File: src/rtl/sid_osc.sv
// rtl/sid_osc.sv - SID voice oscillator: 24-bit phase accumulator, hard sync and 23-bit noise LFSR.
// Define SID_OSC_LFSR_DELAY_EN to shift the LFSR one tick after bit 19 rises instead of on the same tick.
module sid_osc (
   input  logic        clk,
   input  logic        rst,
   input  logic        tick,
   input  logic [15:0] freq,
   input  logic        test,
   input  logic        sync,
   input  logic        sync_in,
   output logic [23:0] acc,
   output logic [22:0] lfsr,
   output logic        msb_rise
);

   logic [23:0] acc_q, acc_d, acc_next;
   logic [22:0] lfsr_q, lfsr_d, lfsr_shifted;
   logic        msb_rise_q, msb_rise_d;
   logic        bit19_rise;
`ifdef SID_OSC_LFSR_DELAY_EN
   logic        pend_q, pend_d;
`endif

   assign acc_next     = acc_q + {8'b0, freq};
   assign bit19_rise   = ~acc_q[19] & acc_next[19];
   assign lfsr_shifted = {lfsr_q[21:0], lfsr_q[22] ^ lfsr_q[17]};

   always_comb begin
      acc_d      = acc_q;
      lfsr_d     = lfsr_q;
      msb_rise_d = msb_rise_q;
`ifdef SID_OSC_LFSR_DELAY_EN
      pend_d     = pend_q;
`endif
      if (tick) begin
         if (test) begin
            acc_d      = 24'h000000;
            lfsr_d     = 23'h7FFFFF;
            msb_rise_d = 1'b0;
`ifdef SID_OSC_LFSR_DELAY_EN
            pend_d     = 1'b0;
`endif
         end else if (sync && sync_in) begin
            // A synced tick freezes the noise register; a pending shift waits for a normal tick.
            acc_d      = 24'h000000;
            msb_rise_d = 1'b0;
         end else begin
            acc_d      = acc_next;
            msb_rise_d = ~acc_q[23] & acc_next[23];
`ifdef SID_OSC_LFSR_DELAY_EN
            if (pend_q) begin
               lfsr_d = lfsr_shifted;
            end
            pend_d = bit19_rise;
`else
            if (bit19_rise) begin
               lfsr_d = lfsr_shifted;
            end
`endif
         end
      end
   end

   always_ff @(posedge clk or posedge rst) begin
      if (rst) begin
         acc_q      <= 24'h000000;
         lfsr_q     <= 23'h7FFFFF;
         msb_rise_q <= 1'b0;
`ifdef SID_OSC_LFSR_DELAY_EN
         pend_q     <= 1'b0;
`endif
      end else begin
         acc_q      <= acc_d;
         lfsr_q     <= lfsr_d;
         msb_rise_q <= msb_rise_d;
`ifdef SID_OSC_LFSR_DELAY_EN
         pend_q     <= pend_d;
`endif
      end
   end

   assign acc      = acc_q;
   assign lfsr     = lfsr_q;
   assign msb_rise = msb_rise_q;

endmodule

File: config.mk
export PLATFORM = sky130hd
export DESIGN_NAME = sid_osc
export DESIGN_NICKNAME = d
export VERILOG_FILES = /design/src/rtl/sid_osc.sv
export SDC_FILE = /design/constraint.sdc
export NUM_CORES = 1
export LEC_CHECK = 0
export CAP_MARGIN = 20
export CORE_UTILIZATION = 49
export CTS_CLUSTER_DIAMETER = 50
export DETAILED_ROUTE_END_ITERATION = 10
export PLACE_DENSITY = 0.91
export SLEW_MARGIN = 20
export SYNTH_ARGS = -nofsm -noshare
export SYNTH_HDL_FRONTEND = slang
export SYNTH_SLANG_ARGS = --single-unit
File: constraint.sdc
create_clock -name clk -period 3.3 [get_ports clk]
set_clock_uncertainty 0.2 [all_clocks]
set_input_delay 0.33 -clock clk [delete_from_list [all_inputs] [get_ports clk]]
set_output_delay 0.33 -clock clk [all_outputs]
set_load 0.05 [all_outputs]
==> results.txt, run 1 <==
----------------------------------------------------
[Yosys]
  Net Count, Synth ... 312
  Proportion of synthesized chip area in sequential cells ... 0.443
  Most common flop cell mapped by yosys ... sky130_fd_sc_hd__dfrtp_1
  Number of flops mapped to enable cells by yosys ... 0
  Most frequent cell after synthesis ... sky130_fd_sc_hd__dfrtp_1
  Distinct cells, synth ... 51
  Async set or reset register ratio after synthesis ... 1.00
  Summed instance area of the synthesized netlist ... 2780 um^2
  Share of Yosys cell area claimed by the top area cell type ... 0.225
  Most instantiated cells after synthesis ... sky130_fd_sc_hd__dfrtp_1 (25), sky130_fd_sc_hd__dfstp_2 (23), sky130_fd_sc_hd__o22a_1 (23), sky130_fd_sc_hd__inv_1 (22), sky130_fd_sc_hd__nand2_1 (21)
  Top area cells in the synthesized netlist ... sky130_fd_sc_hd__dfrtp_1 (23%), sky130_fd_sc_hd__dfstp_2 (22%), sky130_fd_sc_hd__ha_1 (8.1%)
  Leading area contributor after synthesis ... sky130_fd_sc_hd__dfrtp_1
  Yosys warning total ... 0
  Cells after synthesis ... 271
  Synthesized flop and latch total ... 48
  Avg Cell Area, Syn ... 10.2 um^2

[Power]
  Total power consumption of the routed design ... 1.88 mW
  Max rail drop VDD ... 303 uV
  Leakage power total ... 1.54 nW
  Power density over the cells ... 506 nW/um^2

[Routing]
  Final routed DRC violation total ... 0
  Drt first-iter violations ... 90
  Detailed-router iteration count before antenna repair ... 4
  Routed metal-1 wirelength ... 2.90 mm
  Detail-routed via count per cell ... 5.81
  Routed WL per cell ... 15.6 um
  Uppermost metal layer occupied by signal nets ... met4
  Total detailed-routing wirelength ... 6.52 mm
  Met3 layer wire length in the routed design ... 276 um
  Remaining antenna violation count ... 0
  Detail Route met2 WL ... 3.20 mm
  Via count ... 2435

[Critical path]
  Sequence of cells on the critical path ... clkdlybuf4s50_1 > ha_1 > nand2_1 > o21a_1 > o2bb2ai_2 > a41oi_2 > nor3b_1 > ha_1 > a21oi_1 > nor2b_1 > buf_12 > o22a_1
  Startpoint class of the critical path ... primary input
  R2R Path Start ... acc[8]
  CP endpoint kind ... register
  End of the worst register-to-register path ... lfsr[6]
  CP Data Arrival Time ... 2.92 ns
  Crit Path Class ... in2reg
  Worst reg-to-reg setup slack ... 0.48 ns
  Slowest-stage cell, CP ... sky130_fd_sc_hd__clkdlybuf4s50_1
  CP most frequent cell ... sky130_fd_sc_hd__ha_1
  Data required time at the worst endpoint ... 3.35 ns
  Max stage delay on crit path ... 0.43 ns
  Largest driver fanout on the critical path ... 23
  Path depth of the worst reg2reg path ... 11

[Floorplanning]
  Starting density of the core ... 0.508
  Height of the chip ... 77.3 um
  Die footprint ... 5970 um^2
  Number of standard-cell rows in the floorplan ... 27
  Die width ... 77.3 um
  Boundary Pins ... 70
  CORE AREA ... 5470 um^2

[Clock tree]
  Number of buffers created by CTS ... 5
  Deepest level of the CTS H-tree ... 2
  Hold buffer count at cts ... 0
  Root buf cell ... sky130_fd_sc_hd__clkbuf_8
  Postcts setup bufs ... 0
  TritonCTS clock tree ... done
  Clk_lat worst skew ... 0.31 ns
  Clock input transition at the sequential cells of the worst setup and hold paths ... 0.09 ns
  Max Root-Sink Buffers ... 2
  Post_cts resized ... 0
  Clock Sinks ... 48

[Place]
  Weighted congestion at the end of routability-driven global placement ... 0.847
  Pre-CTS setup slack ... 0.121 ns
  Placed wire-length estimate ... 4.80 mm
  IO Port Bufs ... 69

[Timing]
  Unrepaired setup endpoints after global routing ... false
  Sum of negative setup slack ... 0 ns
  Worst slew margin ... 0.585
  Peak clock frequency supported by timing ... 0.349 GHz
  Slew of the pin with the lowest slew margin ... 0.620 ns
  Ratio of final minimum period to clock period ... 0.869
  Fin crit period ... 2.87 ns
  Final Hold Viols ... 0
  Number of max-slew violations in the final report ... 0
  Final setup violation count ... 0
  Final worst slack ... 0.432 ns

[Outcome]
  Result of the run ... finished clean

[GRT]
  Number of global-route vias before repair ... 2316
  Global-route wire length before repair ... 10.9 mm
  Largest net degree at the start of global routing ... 49
  Congestion Overflow GR ... 0
  Initial antenna violation count ... 0
  Overall routing resource usage ... 0.230

[Finish]
  Number of nets in the layout ... 387
  Syn-to-layout area delta ... 34.1%
  Post-layout utilization of the core ... 0.680
  Antenna diodes ... 0
  Share of cells above drive strength 1 ... 0.147

[Run]
  Max Cap Violations ... 0

[Worst hold path]
  Worst Hold Class ... in2async

----------------------------------------------------
## cell families (layout without fill, tap and decap cells)
logic type	count (synthesis)	count (layout)	share of synthesized area
DFF	48	48	0.443
and+or+nand+nor	68	68	0.143
AOI/OAI and AO/OA	89	89	0.239
adders and majority gates	19	19	0.0883
xor gates and xnor gates	13	13	0.0410
buffers and inverters	34	110	0.0459
## flip-flops by register name, summed over array words and instances (netlist names)
name and count:
acc 24, msb_rise 1, lfsr 23
## stage by stage
step,instance area (um^2),hold WS [ns],std cells
detailed placement,3600,0.314,410
floorplan,2780,0.360,271
finish,3720,0.0936,419
CTS,3700,0.327,418
global route,3720,0.108,419
global placement,3600,0.309,410
## critical path: cells and delay by family
family,cells,cell delay [ns]
buf+inv,2,0.62
fa+ha+maj,2,0.59
simple gates,3,0.49
compound gates,5,0.86
## power by group
group	internal [mW]	leakage [nW]	switching [mW]	total [mW]
Clock	0.195	0.0534	0.196	0.391
Combinational	0.317	0.911	0.493	0.810
Sequential	0.637	0.578	0.0452	0.683
## how the worst max path moves through the flow
| stage | end | depth (start not counted) | slack, ns | from |
|---|---|---|---|---|
| after detailed placement | lfsr[18] | 12 | 0.12 | freq[2] |
| after CTS | lfsr[18] | 12 | 0.45 | freq[2] |
| final | lfsr[6] | 12 | 0.43 | freq[8] |
| after global routing | lfsr[6] | 12 | 0.23 | freq[10] |
| after global placement | lfsr[14] | 12 | 0.17 | freq[2] |
| after floorplan | lfsr[0] | 12 | 0.15 | acc[13] |
## layer usage
| metal | up-vias | global-route usage |
|---|---|---|
| li1 | 1157 | - |
| met3 | 11 | 0.0393 |
| met5 | - | 0 |
| met4 | 0 | 0.0849 |
| met1 | 1192 | 0.295 |
| met2 | 75 | 0.386 |
## cell usage in the layout, fill, tap and decap left out, drive strengths merged, types with 2 or more instances in the layout
cell and instances:
clkdlybuf4s50 69, dfrtp 25, o22a 23, dfstp 23, inv 22, nand2 21
ha 18, a21oi 18, o22ai 14, buf 11, xor2 8, a21o 8
nand3 7, clkbuf 7, o21ai 6, nor2 6, nand4 5, or4 5
xnor2 5, o211ai 4, nand2b 4, and3 4, o21a 3, nor2b 3
a2111oi 3, nor3b 2, a31oi 2, nor3 2
## final cells by class
cell class,instances,area (um^2)
sequential,48,1230
inverter,22,82.6
clock buffer,7,97.6
fill,432,1750
multi-input combinational,189,1420
timing repair buffer,80,798
tap,72,90.1
clock inverter,1,5.00
Power figures use the tool's default switching activity.
==> run 2, diff against run 1 <==
--- a/config.mk
+++ b/config.mk
@@ -6,11 +6,12 @@
 export NUM_CORES = 1
 export LEC_CHECK = 0
 export CAP_MARGIN = 20
-export CORE_UTILIZATION = 49
+export CORE_UTILIZATION = 51
+export CTS_BUF_LIST = sky130_fd_sc_hd__clkbuf_8
 export CTS_CLUSTER_DIAMETER = 50
 export DETAILED_ROUTE_END_ITERATION = 10
-export PLACE_DENSITY = 0.91
-export SLEW_MARGIN = 20
+export PLACE_DENSITY = 0.94
+export SLEW_MARGIN = 10
 export SYNTH_ARGS = -nofsm -noshare
 export SYNTH_HDL_FRONTEND = slang
 export SYNTH_SLANG_ARGS = --single-unit
==> run 2 against run 1 <==
Count of clock-buffer cells in the layout fell by 1. Clock power decreased by 6.1%. Sequential cell count is the same. Critical path depth unchanged. Sequential share of layout area rose by 0.34 points. Global-route usage up 0.76 points. Power down 1.6%. Worst setup slack got worse by 0.072 ns. Non-clock buffer count is 2 lower.
==> results.txt, run 2 (synthesis results as in run 1) <==
----------------------------------------------------
[Worst hold path]
  Worst Min Path Start ... lfsr[13]
  Worst Hold Class ... reg2reg

[Timing]
  Unrepaired setup endpoints after global routing ... false
  Slew of the pin with the lowest slew margin ... 0.952 ns (+0.332 ns)
  Final Hold Viols ... 0 (unchanged)
  Number of max-slew violations in the final report ... 0 (unchanged)
  Worst Hold Margin ... 0.327 ns (+0.233 ns)
  Sum of negative setup slack ... 0 ns (unchanged)
  Worst slew margin ... 0.364 (-0.221)
  Final setup violation count ... 0 (unchanged)
  Peak clock frequency supported by timing ... 0.340 GHz (-2.5%)
  Ratio of final minimum period to clock period ... 0.891 (+0.0219)
  Final worst slack ... 0.359 ns (-0.0724 ns)
  Fin crit period ... 2.94 ns (+0.0724 ns)

[Floorplanning]
  Height of the chip ... 75.8 um (-1.9%)
  Die width ... 75.8 um (-1.9%)
  Boundary Pins ... 70 (unchanged)
  Starting density of the core ... 0.537 (+0.0295)
  Die footprint ... 5750 um^2 (-3.8%)
  CORE AREA ... 5170 um^2 (-5.5%)
  Number of standard-cell rows in the floorplan ... 26 (-3.7%)

[Routing]
  Final routed DRC violation total ... 0 (unchanged)
  Routed WL per cell ... 15.7 um (+0.62%)
  Met3 layer wire length in the routed design ... 304 um (+10%)
  Detailed-router iteration count before antenna repair ... 4 (unchanged)
  Detail-routed via count per cell ... 5.81 (about the same)
  Drt first-iter violations ... 89 (-1.1%)
  Uppermost metal layer occupied by signal nets ... met4
  Detail Route met2 WL ... 3.27 mm (+2.2%)
  Total detailed-routing wirelength ... 6.50 mm (-0.34%)
  Routed metal-1 wirelength ... 2.85 mm (-1.6%)
  Via count ... 2412 (-0.94%)
  Remaining antenna violation count ... 0 (unchanged)

[Place]
  Pre-CTS setup slack ... 0.0709 ns (-0.0497 ns)
  Placed Area ... 3590 um^2 (-0.28%)
  IO Port Bufs ... 69 (unchanged)
  Total placed cells including tap cells ... 407 (-0.73%)
  Weighted congestion at the end of routability-driven global placement ... 0.867 (+2.3%)
  Placed wire-length estimate ... 4.83 mm (+0.58%)

[Run]
  Max Cap Violations ... 0 (unchanged)

[Critical path]
  Crit Path Class ... in2reg
  First element of the critical path ... freq[9]
  Largest driver fanout on the critical path ... 23 (unchanged)
  Data required time at the worst endpoint ... 3.33 ns (-0.02 ns)
  CP Data Arrival Time ... 2.97 ns (+0.05 ns)
  Startpoint class of the critical path ... primary input
  R2R Path Start ... acc[10]
  CP endpoint kind ... register

[Clock tree]
  Postcts setup bufs ... 0 (unchanged)
  Clk_lat worst skew ... 0.30 ns (about the same)
  Post_cts resized ... 0 (unchanged)
  TritonCTS clock tree ... done
  Number of buffers created by CTS ... 5 (unchanged)
  Root buf cell ... sky130_fd_sc_hd__clkbuf_8
  Clock input transition at the sequential cells of the worst setup and hold paths ... 0.09 ns (about the same)
  Max Root-Sink Buffers ... 2 (unchanged)
  Hold buffer count at cts ... 0 (unchanged)
  Deepest level of the CTS H-tree ... 2 (unchanged)
  Clock Sinks ... 48 (unchanged)

[Finish]
  Share of cells above drive strength 1 ... 0.145 (-0.00205)
  Most frequent standard cell in the layout excluding fill and tap cells ... sky130_fd_sc_hd__clkdlybuf4s50_1
  Highest-count cells in the layout ignoring fill and taps ... sky130_fd_sc_hd__clkdlybuf4s50_1 (69), sky130_fd_sc_hd__dfrtp_1 (25), sky130_fd_sc_hd__o22a_1 (23), sky130_fd_sc_hd__dfstp_2 (23)
  Number of nets in the layout ... 385 (-0.52%)
  Syn-to-layout area delta ... 32.7%
  Max FFs per register ... 24 (unchanged)
  Antenna diodes ... 0 (unchanged)
  Final design area excluding fillers ... 3690 um^2 (-1.0%)
  Post-Layout Cell Count ... 415 (-0.95%)

[GRT]
  Initial antenna violation count ... 0 (unchanged)
  Global-route wire length before repair ... 10.4 mm (-5.1%)
  Largest net degree at the start of global routing ... 49 (unchanged)
  Congestion Overflow GR ... 0 (unchanged)
  Number of global-route vias before repair ... 2306 (-0.43%)
  Overall routing resource usage ... 0.237 (+0.00756)

[Outcome]
  Result of the run ... finished clean

[Power]
  Leakage power total ... 1.53 nW (-1.0%)
  Power density over the cells ... 503 nW/um^2 (-0.58%)
  Max rail drop VDD ... 311 uV (+2.8%)

----------------------------------------------------
run 2: layout make-up:
type                            instances  area, um^2
Sequential cell                        48        1230
Inverter                               22        82.6
Multi-Input combinational cell        189        1420
Fill cell                             371        1490
Timing Repair Buffer                   78         771
Clock buffer                            6        82.6
Tap cell                               70        87.6
Clock inverter                          2        12.5
run 2: routing by layer:
layer	global-route usage	vias to the layer above
met5	0	-
met4	0.0761	0
met1	0.299	1168
met3	0.0370	8
li1	-	1151
met2	0.416	85
run 2: worst paths after layout:
path | slack, ns | to | depth (start not counted)
max | 0.36 | lfsr[0] | 12
min | 0.33 | lfsr[14] | 1
max reg2reg | 0.39 | lfsr[0] | 11
min reg2reg | 0.33 | lfsr[14] | 1
max in group asynchronous | 1.95 | acc[20] | 2
min in group asynchronous | 0.36 | acc[1] | 2
run 2: where the power goes:
part	internal (mW)	total [mW]	switching [mW]
clock network	0.171	0.367	0.196
logic	0.312	0.804	0.492
registers	0.637	0.683	0.0454
total	1.12	1.85	0.733
run 2: critical path: stages:
cell	delay, ns
sky130_fd_sc_hd__clkdlybuf4s50_1	0.43
sky130_fd_sc_hd__ha_1	0.38
sky130_fd_sc_hd__nand2_1	0.13
sky130_fd_sc_hd__nor3_1	0.27
sky130_fd_sc_hd__o2bb2ai_2	0.20
sky130_fd_sc_hd__a41oi_2	0.17
sky130_fd_sc_hd__nor3b_1	0.24
sky130_fd_sc_hd__ha_1	0.20
sky130_fd_sc_hd__a21oi_1	0.07
sky130_fd_sc_hd__nor2b_1	0.19
sky130_fd_sc_hd__buf_12	0.19
sky130_fd_sc_hd__o22a_1	0.17
run 2: through the flow:
stage,total power [mW],util
CTS,1.86,0.713
finish,1.85,0.713
global route,1.95,0.713
global placement,1.47,0.694
detailed placement,1.49,0.694
floorplan,1.25,-
==> run 3, diff against run 2 <==
--- a/config.mk
+++ b/config.mk
@@ -6,11 +6,11 @@
 export NUM_CORES = 1
 export LEC_CHECK = 0
 export CAP_MARGIN = 20
-export CORE_UTILIZATION = 51
+export CORE_UTILIZATION = 47
 export CTS_BUF_LIST = sky130_fd_sc_hd__clkbuf_8
 export CTS_CLUSTER_DIAMETER = 50
 export DETAILED_ROUTE_END_ITERATION = 10
-export PLACE_DENSITY = 0.94
+export PLACE_DENSITY = 0.88
 export SLEW_MARGIN = 10
 export SYNTH_ARGS = -nofsm -noshare
 export SYNTH_HDL_FRONTEND = slang
==> run 3 against run 2 <==
Global-route usage fell by 1.3 points. Worst setup slack got worse by 0.12 ns. Critical path depth did not move. Count of clock-buffer cells in the layout fell by 1. Design area rose by 1.6%. Via count did not move. Combinational power rose by 1%. Sequential power barely moved. Hold slack got worse by 0.25 ns. Sequential cell count did not move. Sequential share of layout area fell by 0.53 points. Clock power rose by 34%. Critical path type unchanged. Largest power group unchanged.
==> results.txt, run 3 (synthesis results as in run 1) <==
----------------------------------------------------
[Routing]
  Detailed-router iteration count before antenna repair ... 4 (unchanged)
  Detail-routed via count per cell ... 5.77 (-0.72%)
  Routed WL per cell ... 15.9 um (+1.3%)
  Via count ... 2412 (unchanged)
  Remaining antenna violation count ... 0 (unchanged)
  Final routed DRC violation total ... 0 (unchanged)
  Total detailed-routing wirelength ... 6.63 mm (+2.0%)
  Drt first-iter violations ... 94 (+5.6%)

[Timing]
  Final Hold Viols ... 0 (unchanged)
  Final setup violation count ... 0 (unchanged)
  Sum of negative setup slack ... 0 ns (unchanged)
  Slew of the pin with the lowest slew margin ... 0.627 ns (-0.326 ns)
  Ratio of final minimum period to clock period ... 0.929 (+0.0375)
  Unrepaired setup endpoints after global routing ... false
  Final worst slack ... 0.235 ns (-0.124 ns)
  Peak clock frequency supported by timing ... 0.326 GHz (-4.0%)
  Number of max-slew violations in the final report ... 0 (unchanged)
  Fin crit period ... 3.06 ns (+0.124 ns)
  Worst slew margin ... 0.581 (+0.217)

[Finish]
  Most frequent standard cell in the layout excluding fill and tap cells ... sky130_fd_sc_hd__clkdlybuf4s50_1
  Antenna diodes ... 0 (unchanged)
  Syn-to-layout area delta ... 34.9%
  Number of nets in the layout ... 386 (+0.26%)
  Final design area excluding fillers ... 3750 um^2 (+1.6%)
  Max FFs per register ... 24 (unchanged)
  Highest-count cells in the layout ignoring fill and taps ... sky130_fd_sc_hd__clkdlybuf4s50_1 (69), sky130_fd_sc_hd__dfrtp_1 (25), sky130_fd_sc_hd__o22a_1 (23), sky130_fd_sc_hd__dfstp_2 (23), sky130_fd_sc_hd__inv_1 (22)
  Share of cells above drive strength 1 ... 0.145 (-0.000419)

[GRT]
  Global-route wire length before repair ... 11.0 mm (+6.1%)
  Largest net degree at the start of global routing ... 49 (unchanged)
  Overall routing resource usage ... 0.224 (-0.0127)
  Initial antenna violation count ... 0 (unchanged)
  Number of global-route vias before repair ... 2409 (+4.5%)
  Congestion Overflow GR ... 0 (unchanged)

[Power]
  Power density over the cells ... 531 nW/um^2 (+5.6%)
  Max rail drop VDD ... 324 uV (+4.1%)
  Leakage power total ... 1.55 nW (+1.8%)

[Clock tree]
  Number of buffers created by CTS ... 5 (unchanged)
  Post_cts resized ... 0 (unchanged)
  Clk_lat worst skew ... 0.30 ns (about the same)
  Clock input transition at the sequential cells of the worst setup and hold paths ... 0.08 ns (about the same)
  Deepest level of the CTS H-tree ... 2 (unchanged)
  Postcts setup bufs ... 0 (unchanged)
  Hold buffer count at cts ... 0 (unchanged)
  Root buf cell ... sky130_fd_sc_hd__clkbuf_8
  Clock Sinks ... 48 (unchanged)
  Max Root-Sink Buffers ... 2 (unchanged)
  TritonCTS clock tree ... done

[Floorplanning]
  Die width ... 78.9 um (+4.1%)
  Number of standard-cell rows in the floorplan ... 27 (+3.8%)
  Boundary Pins ... 70 (unchanged)
  Starting density of the core ... 0.495 (-0.0417)
  CORE AREA ... 5610 um^2 (+8.4%)
  Die footprint ... 6220 um^2 (+8.3%)
  Height of the chip ... 78.9 um (+4.1%)

[Critical path]
  Crit Path Class ... in2reg
  Data required time at the worst endpoint ... 3.34 ns (about the same)
  CP endpoint kind ... register
  Startpoint class of the critical path ... primary input
  Path depth of the worst reg2reg path ... 11 (unchanged)
  Largest driver fanout on the critical path ... 23 (unchanged)
  CP Data Arrival Time ... 3.11 ns (+0.14 ns)

[Place]
  Placed wire-length estimate ... 4.88 mm (+1.1%)
  IO Port Bufs ... 69 (unchanged)
  Pre-CTS setup slack ... 0.0106 ns (-0.0604 ns)
  Placed Area ... 3590 um^2 (about the same)
  Weighted congestion at the end of routability-driven global placement ... 0.861 (-0.69%)

[Outcome]
  Result of the run ... finished clean

[Worst hold path]
  Worst Hold Class ... in2async

[Run]
  Max Cap Violations ... 0 (unchanged)

----------------------------------------------------
## run 3: worst max-delay path, stage by stage
cell	delay (ns)
sky130_fd_sc_hd__clkdlybuf4s50_1	0.42
sky130_fd_sc_hd__ha_1	0.39
sky130_fd_sc_hd__nand2_1	0.15
sky130_fd_sc_hd__nor3_1	0.26
sky130_fd_sc_hd__o2bb2ai_2	0.19
sky130_fd_sc_hd__a41oi_2	0.20
sky130_fd_sc_hd__nor3b_1	0.32
sky130_fd_sc_hd__ha_1	0.24
sky130_fd_sc_hd__a21oi_1	0.07
sky130_fd_sc_hd__nor2b_1	0.20
sky130_fd_sc_hd__buf_12	0.19
sky130_fd_sc_hd__o22a_1	0.15
## run 3: path summary, 6_finish.rpt
kind | slack [ns] | startpoint | end
max | 0.24 | freq[10] | lfsr[18]
min | 0.08 | rst | acc[2]
max reg2reg | 0.29 | acc[10] | lfsr[18]
min reg2reg | 0.33 | lfsr[21] | lfsr[22]
max in group asynchronous | 2.29 | rst | lfsr[20]
min in group clk | 0.33 | lfsr[21] | lfsr[22]
## run 3: metal layers
metal  up-vias  routed length (um)  global-route usage
met2        71                3290               0.394
met5         -                   0                   0
li1       1148                   -                   -
met3        15                 290              0.0322
met4         0                 111              0.0782
met1      1178                2940               0.282
## run 3: final cells by class
type / count / area (um^2)
fill: 433 / 1860
multi-input combinational: 189 / 1420
sequential: 48 / 1230
timing repair buffer: 79 / 791
tap: 72 / 90.1
inverter: 22 / 82.6
clock buffer: 5 / 68.8
clock inverter: 3 / 63.8
## run 3: report_power, final
part           leakage, nW  internal (mW)  switching [mW]
registers            0.578          0.637          0.0467
logic                0.906          0.315           0.497
clock network       0.0695          0.300           0.193
## run 3: stage by stage
stage	utilization	total power [mW]	hold WS (ns)	instances
floorplan	-	1.25	0.360	271
global placement	0.641	1.47	0.309	409
detailed placement	0.641	1.49	0.319	409
CTS	0.664	1.99	0.327	417
global route	0.668	2.09	0.100	418
finish	0.668	1.99	0.0789	418
